$ cat config.mk
export PLATFORM = sky130hd
export DESIGN_NAME = datapath_controller
export DESIGN_NICKNAME = d
export VERILOG_FILES = /design/src/rtl/datapath_pkg.sv /design/src/rtl/datapath_controller_alu_decoder.sv /design/src/rtl/datapath_controller.sv
export SDC_FILE = /design/constraint.sdc
export NUM_CORES = 1
export LEC_CHECK = 0
export CORE_MARGIN = 4
export CORE_UTILIZATION = 45
export CTS_CLUSTER_SIZE = 24
export DETAILED_ROUTE_END_ITERATION = 10
export PLACE_DENSITY = 0.84
export REMOVE_ABC_BUFFERS = 1
export SLEW_MARGIN = 5
export SYNTH_ARGS = -nofsm -noshare
export SYNTH_HDL_FRONTEND = slang
export SYNTH_SLANG_ARGS = --single-unit
$ cat constraint.sdc
create_clock -name clk -period 3.65 [get_ports clk]
set_input_delay 0.9125 -clock clk [delete_from_list [all_inputs] [get_ports clk]]
set_output_delay 0.9125 -clock clk [all_outputs]
set_load 0.02 [all_outputs]
$ cat src/rtl/datapath_pkg.sv
// Shared encodings for the multi-cycle datapath control: FSM states, opcode/funct fields, ALU codes.
// No logic here beyond the legal-opcode helper.
package datapath_pkg;

    typedef enum logic [2:0] {
        ST_FETCH     = 3'd0,
        ST_DECODE    = 3'd1,
        ST_EXECUTE   = 3'd2,
        ST_MEMORY    = 3'd3,
        ST_WRITEBACK = 3'd4
    } state_e;

    localparam logic [5:0] OP_RTYPE = 6'h00;
    localparam logic [5:0] OP_J     = 6'h02;
    localparam logic [5:0] OP_BEQ   = 6'h04;
    localparam logic [5:0] OP_ADDI  = 6'h08;
    localparam logic [5:0] OP_LW    = 6'h23;
    localparam logic [5:0] OP_SW    = 6'h2B;

    localparam logic [5:0] FN_ADD = 6'h20;
    localparam logic [5:0] FN_SUB = 6'h22;
    localparam logic [5:0] FN_AND = 6'h24;
    localparam logic [5:0] FN_OR  = 6'h25;
    localparam logic [5:0] FN_SLT = 6'h2A;

    localparam logic [3:0] ALU_ADD = 4'b0010;
    localparam logic [3:0] ALU_SUB = 4'b0110;
    localparam logic [3:0] ALU_AND = 4'b0000;
    localparam logic [3:0] ALU_OR  = 4'b0001;
    localparam logic [3:0] ALU_SLT = 4'b0111;

    function automatic logic is_legal_op(input logic [5:0] op);
        return op inside {OP_RTYPE, OP_J, OP_BEQ, OP_ADDI, OP_LW, OP_SW};
    endfunction

endpackage

$ cat src/rtl/datapath_controller_alu_decoder.sv
// R-type funct to ALU operation decode, purely combinational (zero latency, no handshake).
// Unknown funct codes fall back to ADD and raise funct_illegal.
module alu_decoder
    import datapath_pkg::*;
(
    input  logic [5:0] funct,
    output logic [3:0] alu_control,
    output logic       funct_illegal
);

    always_comb begin
        alu_control   = ALU_ADD;
        funct_illegal = 1'b0;
        case (funct)
            FN_ADD:  alu_control = ALU_ADD;
            FN_SUB:  alu_control = ALU_SUB;
            FN_AND:  alu_control = ALU_AND;
            FN_OR:   alu_control = ALU_OR;
            FN_SLT:  alu_control = ALU_SLT;
            default: funct_illegal = 1'b1;
        endcase
    end

endmodule

$ cat src/rtl/datapath_controller.sv
// Multi-cycle control FSM for the single-register-file datapath; 2-5 cycles per instruction plus memory stalls.
// Stalls on memReady in FETCH/MEMORY, bounded by MEM_WAIT_MAX before flagging busErr.
module datapath_controller
    import datapath_pkg::*;
#(
    parameter int N            = 32,
    parameter int MEM_WAIT_MAX = 15
) (
    input  logic         clk,
    input  logic         reset,
    input  logic [N-1:0] instruction,
    input  logic         zero,
    input  logic         memReady,
    output logic         memToReg,
    output logic         pcSrc,
    output logic         aluSrc,
    output logic         regDst,
    output logic         writeEnable,
    output logic         jump,
    output logic [3:0]   aluControl,
    output logic         pcEnable,
    output logic         irEnable,
    output logic         memRead,
    output logic         memWrite,
    output logic         illegal,
    output logic         busErr,
    output logic [2:0]   state
);

    localparam int CW = $clog2(MEM_WAIT_MAX + 1);

    localparam logic [2:0] FETCH     = ST_FETCH;
    localparam logic [2:0] DECODE    = ST_DECODE;
    localparam logic [2:0] EXECUTE   = ST_EXECUTE;
    localparam logic [2:0] MEMORY    = ST_MEMORY;
    localparam logic [2:0] WRITEBACK = ST_WRITEBACK;

    logic [2:0]    cur, nxt;
    logic [5:0]    op_q, fn_q;
    logic [CW-1:0] wait_q;
    logic          ill_q, berr_q;
    logic [5:0]    dec_op;
    logic          timeout;
    logic [3:0]    r_alu;
    logic          r_bad;
    logic          set_ill, set_berr;
    logic          m2r_c, pcs_c, alus_c, rdst_c, we_c, jmp_c, pce_c, ire_c, mrd_c, mwr_c;
    logic [3:0]    aluc_c;
    logic          unused_fields;

    assign dec_op        = instruction[N-1:N-6];
    assign unused_fields = ^instruction[N-7:6];
    assign timeout       = (wait_q == CW'(MEM_WAIT_MAX));

    alu_decoder u_alu_decoder (
        .funct         (fn_q),
        .alu_control   (r_alu),
        .funct_illegal (r_bad)
    );

    always_comb begin
        nxt      = cur;
        m2r_c    = 1'b0;
        pcs_c    = 1'b0;
        alus_c   = 1'b0;
        rdst_c   = 1'b0;
        we_c     = 1'b0;
        jmp_c    = 1'b0;
        pce_c    = 1'b0;
        ire_c    = 1'b0;
        mrd_c    = 1'b0;
        mwr_c    = 1'b0;
        aluc_c   = ALU_ADD;
        set_ill  = 1'b0;
        set_berr = 1'b0;
        case (cur)
            FETCH: begin
                // A fetch timeout just retries; the PC has not moved, so no pcEnable.
                if (timeout) begin
                    set_berr = 1'b1;
                end else begin
                    mrd_c = 1'b1;
                    if (memReady) begin
                        ire_c = 1'b1;
                        nxt   = DECODE;
                    end
                end
            end
            DECODE: begin
                if (dec_op == OP_J) begin
                    jmp_c = 1'b1;
                    pce_c = 1'b1;
                    nxt   = FETCH;
                end else if (!is_legal_op(dec_op)) begin
                    set_ill = 1'b1;
                    pce_c   = 1'b1;
                    nxt     = FETCH;
                end else begin
                    nxt = EXECUTE;
                end
            end
            EXECUTE: begin
                case (op_q)
                    OP_RTYPE: begin
                        if (r_bad) begin
                            set_ill = 1'b1;
                            pce_c   = 1'b1;
                            nxt     = FETCH;
                        end else begin
                            aluc_c = r_alu;
                            nxt    = WRITEBACK;
                        end
                    end
                    OP_ADDI: begin
                        alus_c = 1'b1;
                        nxt    = WRITEBACK;
                    end
                    OP_LW, OP_SW: begin
                        alus_c = 1'b1;
                        nxt    = MEMORY;
                    end
                    OP_BEQ: begin
                        aluc_c = ALU_SUB;
                        pcs_c  = zero;
                        pce_c  = 1'b1;
                        nxt    = FETCH;
                    end
                    default: nxt = FETCH;
                endcase
            end
            MEMORY: begin
                alus_c = 1'b1;
                if (timeout) begin
                    set_berr = 1'b1;
                    pce_c    = 1'b1;
                    nxt      = FETCH;
                end else if (op_q == OP_LW) begin
                    mrd_c = 1'b1;
                    if (memReady) nxt = WRITEBACK;
                end else begin
                    mwr_c = 1'b1;
                    if (memReady) begin
                        pce_c = 1'b1;
                        nxt   = FETCH;
                    end
                end
            end
            WRITEBACK: begin
                we_c  = 1'b1;
                pce_c = 1'b1;
                nxt   = FETCH;
                if (op_q == OP_RTYPE) rdst_c = 1'b1;
                if (op_q == OP_LW) begin
                    alus_c = 1'b1;
                    m2r_c  = 1'b1;
                end
            end
            default: nxt = FETCH;
        endcase
    end

    always_ff @(posedge clk or negedge reset) begin
        if (!reset) begin
            cur    <= FETCH;
            op_q   <= '0;
            fn_q   <= '0;
            wait_q <= '0;
            ill_q  <= 1'b0;
            berr_q <= 1'b0;
        end else begin
            cur <= nxt;
            if (cur == DECODE) begin
                op_q <= dec_op;
                fn_q <= instruction[5:0];
            end
            if (set_ill)  ill_q  <= 1'b1;
            if (set_berr) berr_q <= 1'b1;
            if (nxt != cur || timeout)
                wait_q <= '0;
            else if ((cur == FETCH || cur == MEMORY) && !memReady)
                wait_q <= wait_q + CW'(1);
        end
    end

    // Gating with reset makes the bus requests drop immediately on an async reset, not at the next edge.
    assign memToReg    = reset & m2r_c;
    assign pcSrc       = reset & pcs_c;
    assign aluSrc      = reset & alus_c;
    assign regDst      = reset & rdst_c;
    assign writeEnable = reset & we_c;
    assign jump        = reset & jmp_c;
    assign pcEnable    = reset & pce_c;
    assign irEnable    = reset & ire_c;
    assign memRead     = reset & mrd_c;
    assign memWrite    = reset & mwr_c;
    assign aluControl  = reset ? aluc_c : ALU_ADD;
    assign illegal     = ill_q;
    assign busErr      = berr_q;
    assign state       = cur;

endmodule

# Word level (Yosys, flattened, before mapping)

Cells that the tools add are included.
W data, S select, Z words.

Flip-flop bits (word level): 21
Bits of input ports: 36
Output and inout port bits: 19
Word-level logic and storage cells: 100

Add/sub/neg operators: 1
Equal/unequal tests: 20
Muxes and demuxes: 50
Bitwise operators: 10
Reduce and logical (&&, ||, !) cells: 13

Operators by type and width:

| cell                  | number |
|---|---|
| $eq A6 B6 Y1 const B  | 9 |
| $mux W1               | 27 |
| $pmux W3 S4           | 2 |
| $mux W3               | 7 |
| $mux W4               | 5 |
| $eq A6 B3 Y1 const B  | 2 |
| $eq A6 B4 Y1 const B  | 2 |
| $logic_not A6 Y1      | 2 |
| $and A1 B1 Y1         | 10 |
| $pmux W3 S3           | 1 |
| $pmux W4 S2           | 1 |
| $eq A3 B2 Y1 const B  | 2 |
| $eq A6 B2 Y1 const B  | 1 |
| $pmux W1 S2           | 3 |
| $reduce_bool A6 Y1    | 1 |
| $reduce_or A5 Y1      | 1 |
| $add A4 B1 Y4 const B | 1 |
| $eq A4 B4 Y1 const B  | 1 |
| $mux W2               | 2 |
| $pmux W1 S4           | 1 |
| $reduce_or A2 Y1      | 2 |
| $eq A3 B1 Y1 const B  | 1 |
| $eq A3 B3 Y1 const B  | 1 |
| $logic_not A3 Y1      | 1 |
| other kinds (7)       | 8 |

# Depth between registers and ports, before layout

Word-level depth: 8
Mapped depth: 6
Gate-level depth less buffers: 5

# Modules after synthesis

Synthesis repeated with hierarchy kept, for this count alone.

Cell total of the unflattened synthesis: 131
Area, all modules: 1257.5 um^2

Modules (own cells, without submodules):

| module              | times used | cells each | area each (um^2) | seq. area each (um^2) |
|---|---|---|---|---|
| datapath_controller | 1          | 119        | 1162.4           | 525.5 |
| alu_decoder         | 1          | 12         | 95.1             | 0.0 |

# Worst setup path before layout

Ideal clock, no wire load.

Kind: input port to output port
From: input port instruction[31]
To: output port pcEnable
Data arrival time: 2057 ps
Setup slack: 680 ps
Stages: 5
Path buffers: 0
Path through: or4_4 > a31oi_4 > nand2_2 > a211oi_2 > a21oi_1

Word-level cells in the longest chain between the ends: 6
Elaborated cells on any way between the ends: 11

Ends and longest elaborated chain:

| element                              | RTL line                                      | source |
|---|---|---|
| start, declared                      | datapath_controller.sv:11                     | `input logic [N-1:0] instruction,` |
| $eq A6 B2 Y1 (tied with other cells) | datapath_pkg.sv:33, datapath_controller.sv:90 |  |
| $reduce_bool A6 Y1                   | datapath_pkg.sv:33                            | `return op inside {OP_RTYPE, OP_J, OP_BEQ, OP_ADDI, OP_LW, OP_SW};` |
| $mux W1                              | datapath_controller.sv:94                     | `end else if (!is_legal_op(dec_op)) begin` |
| $mux W1 (*)                          | datapath_controller.sv:90                     | `if (dec_op == OP_J) begin` |
| $pmux W1 S4 (*)                      | datapath_controller.sv:76                     | `case (cur)` |
| $and A1 B1 Y1 (*)                    | datapath_controller.sv:192                    | `assign pcEnable = reset & pce_c;` |
| end, declared                        | datapath_controller.sv:21                     | `output logic pcEnable,` |

Mark *: on every way between the ends. The rest lies on a longest branch, timed or not.

# Worst setup path in the final report

From: input port reset
To: output port aluControl[1]

Word-level cells in the longest chain between the ends: 1

Ends and longest elaborated chain:

| element         | RTL line                   | source |
|---|---|---|
| start, declared | datapath_controller.sv:10  | `input logic reset,` |
| $mux W4         | datapath_controller.sv:196 | `assign aluControl = reset ? aluc_c : ALU_ADD;` |
| end, declared   | datapath_controller.sv:20  | `output logic [3:0] aluControl,` |

No other way between the ends.

==> impl_metrics.json <==
{
  "p_leak_nw": 0.743,
  "yosysSeqAreaShare": 0.405,
  "synth-adder-area-share": 0.00963,
  "vias_per_cell": 5.72,
  "hpwl_um": 2480,
  "antenna_found_initial": 0,
  "synth-xor-area-share": 0.0202,
  "timing.slew.headroom": 0.646,
  "grt_max_degree": 18,
  "setup_viol": 0,
  "diodes": 0,
  "p_per_area_mw_per_mm2": 329,
  "fill_cells": 227,
  "status": "completed",
  "yosysTopAreaCell": "dfrtp_1",
  "final_cells": 211,
  "worst_ep_required_time_ps": 2740,
  "ir_worst_vdd_uv": 255,
  "cp_common_cell": "clkdlybuf4s50_1",
  "grt_pass1_wl_um": 5120,
  "drtIter0Drc": 67,
  "fin_setup_tns_ps": 0,
  "worstSkewPairLatency_ps": 310,
  "pin_count": 55,
  "clk_path_buf_depth": 2,
  "rows": 19,
  "synth_top_flop_cell": "dfrtp_1",
  "drtAntennaViolNets": 0,
  "drv_cap": 0,
  "yosysWarnings": 0,
  "nNetsFinal": 218,
  "ys_types": 42,
  "cts_made_buffers": 3,
  "syn-instance-count": 135,
  "path_cells": "clkdlybuf4s50_1 -> nand2b_1 -> nor2_1 -> and3_1 -> nand4_1 -> clkdlybuf4s50_1",
  "yosysMostFrequentCell": "dfrtp_1",
  "synthSimpleGateAreaFrac": 0.295,
  "cts_setup_buffers": 0,
  "grt-ovfl-total": 0,
  "critPathCaptureType": "output port",
  "worstPathArrival_ps": 2650,
  "die_area_mm2": 0.00381,
  "htreeDepth": 1,
  "drv_slew": 0,
  "hold_path.class": "reg2reg",
  "min_period_over_period": 0.977,
  "io_buffers": 33,
  "crit_slowest_cell": "clkdlybuf4s50_1",
  "finalHoldViolCount": 0,
  "fin_skew_ps": 1.90,
  "p_sw_frac": 0.321,
  "ys_ff_latch": 21,
  "seqPwrFrac": 0.531,
  "path_clk_slew_ps": 120,
  "clockRootBuffer": "clkbuf_4",
  "initial_core_util": 0.471,
  "final_core_util": 0.637,
  "cts_tree": "done",
  "avgSynthCellArea_um2": 9.62,
  "max_freq_mhz": 280,
  "drc": 0,
  "drt-pass1-iter-count": 4,
  "globalplace.congestion": 0.888,
  "total_power_mw": 0.579,
  "fp.dieW_um": 61.7,
  "synth_top_family_by_area": "simple AND/OR/NAND/NOR gates",
  "netlist_top_cells_area": "dfrtp_1, mux2_2, nand2_1, nor2_1, nand3_1",
  "grtUsageTotal": 0.181,
  "vias": 1207,
  "syn2layout_area_growth_pct": 35.4,
  "crit_type": "in2out",
  "synthTopCellsByCount": "dfrtp_1, nand2_1, nor2_1",
  "p_clk_frac": 0.200,
  "coreArea_mm2": 0.00276,
  "max_stage_delay_ps": 600,
  "internal-power_mw": 0.393,
  "synth_compound_area_frac": 0.130,
  "die_y_um": 61.7,
  "p_switching_mw": 0.186,
  "cts.sinks": 21,
  "async_reset_ff_frac": 1.00,
  "wl_per_cell_um": 14.7,
  "period_needed_ps": 3570,
  "start_kind": "primary input",
  "synth_edf_count": 0,
  "place_inst": 207,
  "routed_wl_um": 3110,
  "syn_area_mm2": 0.00130,
  "synth_mux_area_frac": 0.0944,
  "crit_fanout": 4,
  "placed_area_mm2": 0.00173,
  "pwr-share-comb": 0.269,
  "grt_pass1_vias": 1176,
  "synth_top_cell_area_share": 0.405,
  "drive_gt1_frac": 0.233,
  "grt_setup_unrepaired": "no",
  "final_area_mm2": 0.00176,
  "max_slew.worst_pin.slew_ps": 527
}
routing by layer:
metal  share of wire  global-route usage  vias to the layer above
met4           0.025              0.0758                        0
met5               0                   0                        -
met2            0.51               0.324                       52
li1                -                   -                      575
met1            0.39               0.212                      572
met3           0.067              0.0331                        8
layout by cell type, fill, tap and decap left out, types with 3 or more instances in the layout:
master	count
or2_2	3
nor3_1	6
nand2_1	13
a211oi_1	4
nand3_1	6
clkdlybuf4s50_1	28
clkbuf_4	3
nor2b_1	4
nand2b_1	3
dfrtp_1	21
mux2_2	10
inv_1	3
buf_4	14
o21ai_0	6
nor2_1	13
layout make-up:
class	instances	area [um2]	area share
multi-input combinational	105	722	0.411
clock inverter	1	5.00	0.00285
clock buffer	3	22.5	0.0128
timing repair buffer	47	433	0.246
sequential	21	526	0.299
tap	31	38.8	0.0221
inverter	3	11.3	0.00641
flip-flops by register name (all words and copies together), names as in the netlist:
register	cells
busErr	1
fn_q	6
illegal	1
op_q	6
state	3
wait_q	4
through the flow:
step | worst slack [ps] | hold slack (ps)
6_report | 83.4 | 481
5_1_grt | 28.7 | 504
4_1_cts | 7.80 | 481
3_5_place_dp | -322 | 457
3_3_place_gp | -277 | 441
2_1_floorplan | 192 | 430
path summary, 6_finish.rpt:
kind	from	to	slack, ps	cells after the start
setup reg to reg	state[0]	op_q[0]	1940	3
hold reg to reg	wait_q[0]	wait_q[0]	480	1
max in group asynchronous	reset	op_q[5]	2540	2
min in group asynchronous	reset	wait_q[2]	960	2
hold / removal	wait_q[0]	wait_q[0]	480	1
setup / recovery	reset	aluControl[1]	80	6
timing repair:
item / in CTS / in global routing
hold buffers: 0 / 0
endpoints found under the setup margin: 2 / 2
gates resized for setup: 5 / 3
gates cloned: 0 / 0
cell families (layout without fill, tap and decap cells):
| family | after synthesis | after routing |
|---|---|---|
| compound gates | 22 | 22 |
| xor+xnor | 3 | 3 |
| fa+ha+maj | 1 | 1 |
| buf+inv | 9 | 54 |
| flops | 21 | 21 |
| mux | 11 | 11 |
| other cells | 1 | 1 |
| simple gates | 67 | 67 |
worst max-delay path: cells and delay by family:
| kind | cells | cell delay (ps) |
|---|---|---|
| simple gates | 4 | 630 |
| buf+inv | 2 | 1110 |
power by group through the flow:
| stage | sequential, mW | clock (mW) | combinational (mW) |
|---|---|---|---|
| final | 0.307 | 0.116 | 0.156 |
| after global routing | 0.314 | 0.128 | 0.170 |
| after CTS | 0.306 | 0.117 | 0.157 |
| after detailed placement | 0.311 | 0 | 0.157 |
| after global placement | 0.307 | 0 | 0.150 |
| after floorplan | 0.303 | 0 | 0.0946 |
No activity file was read; power rests on OpenSTA's default activity.
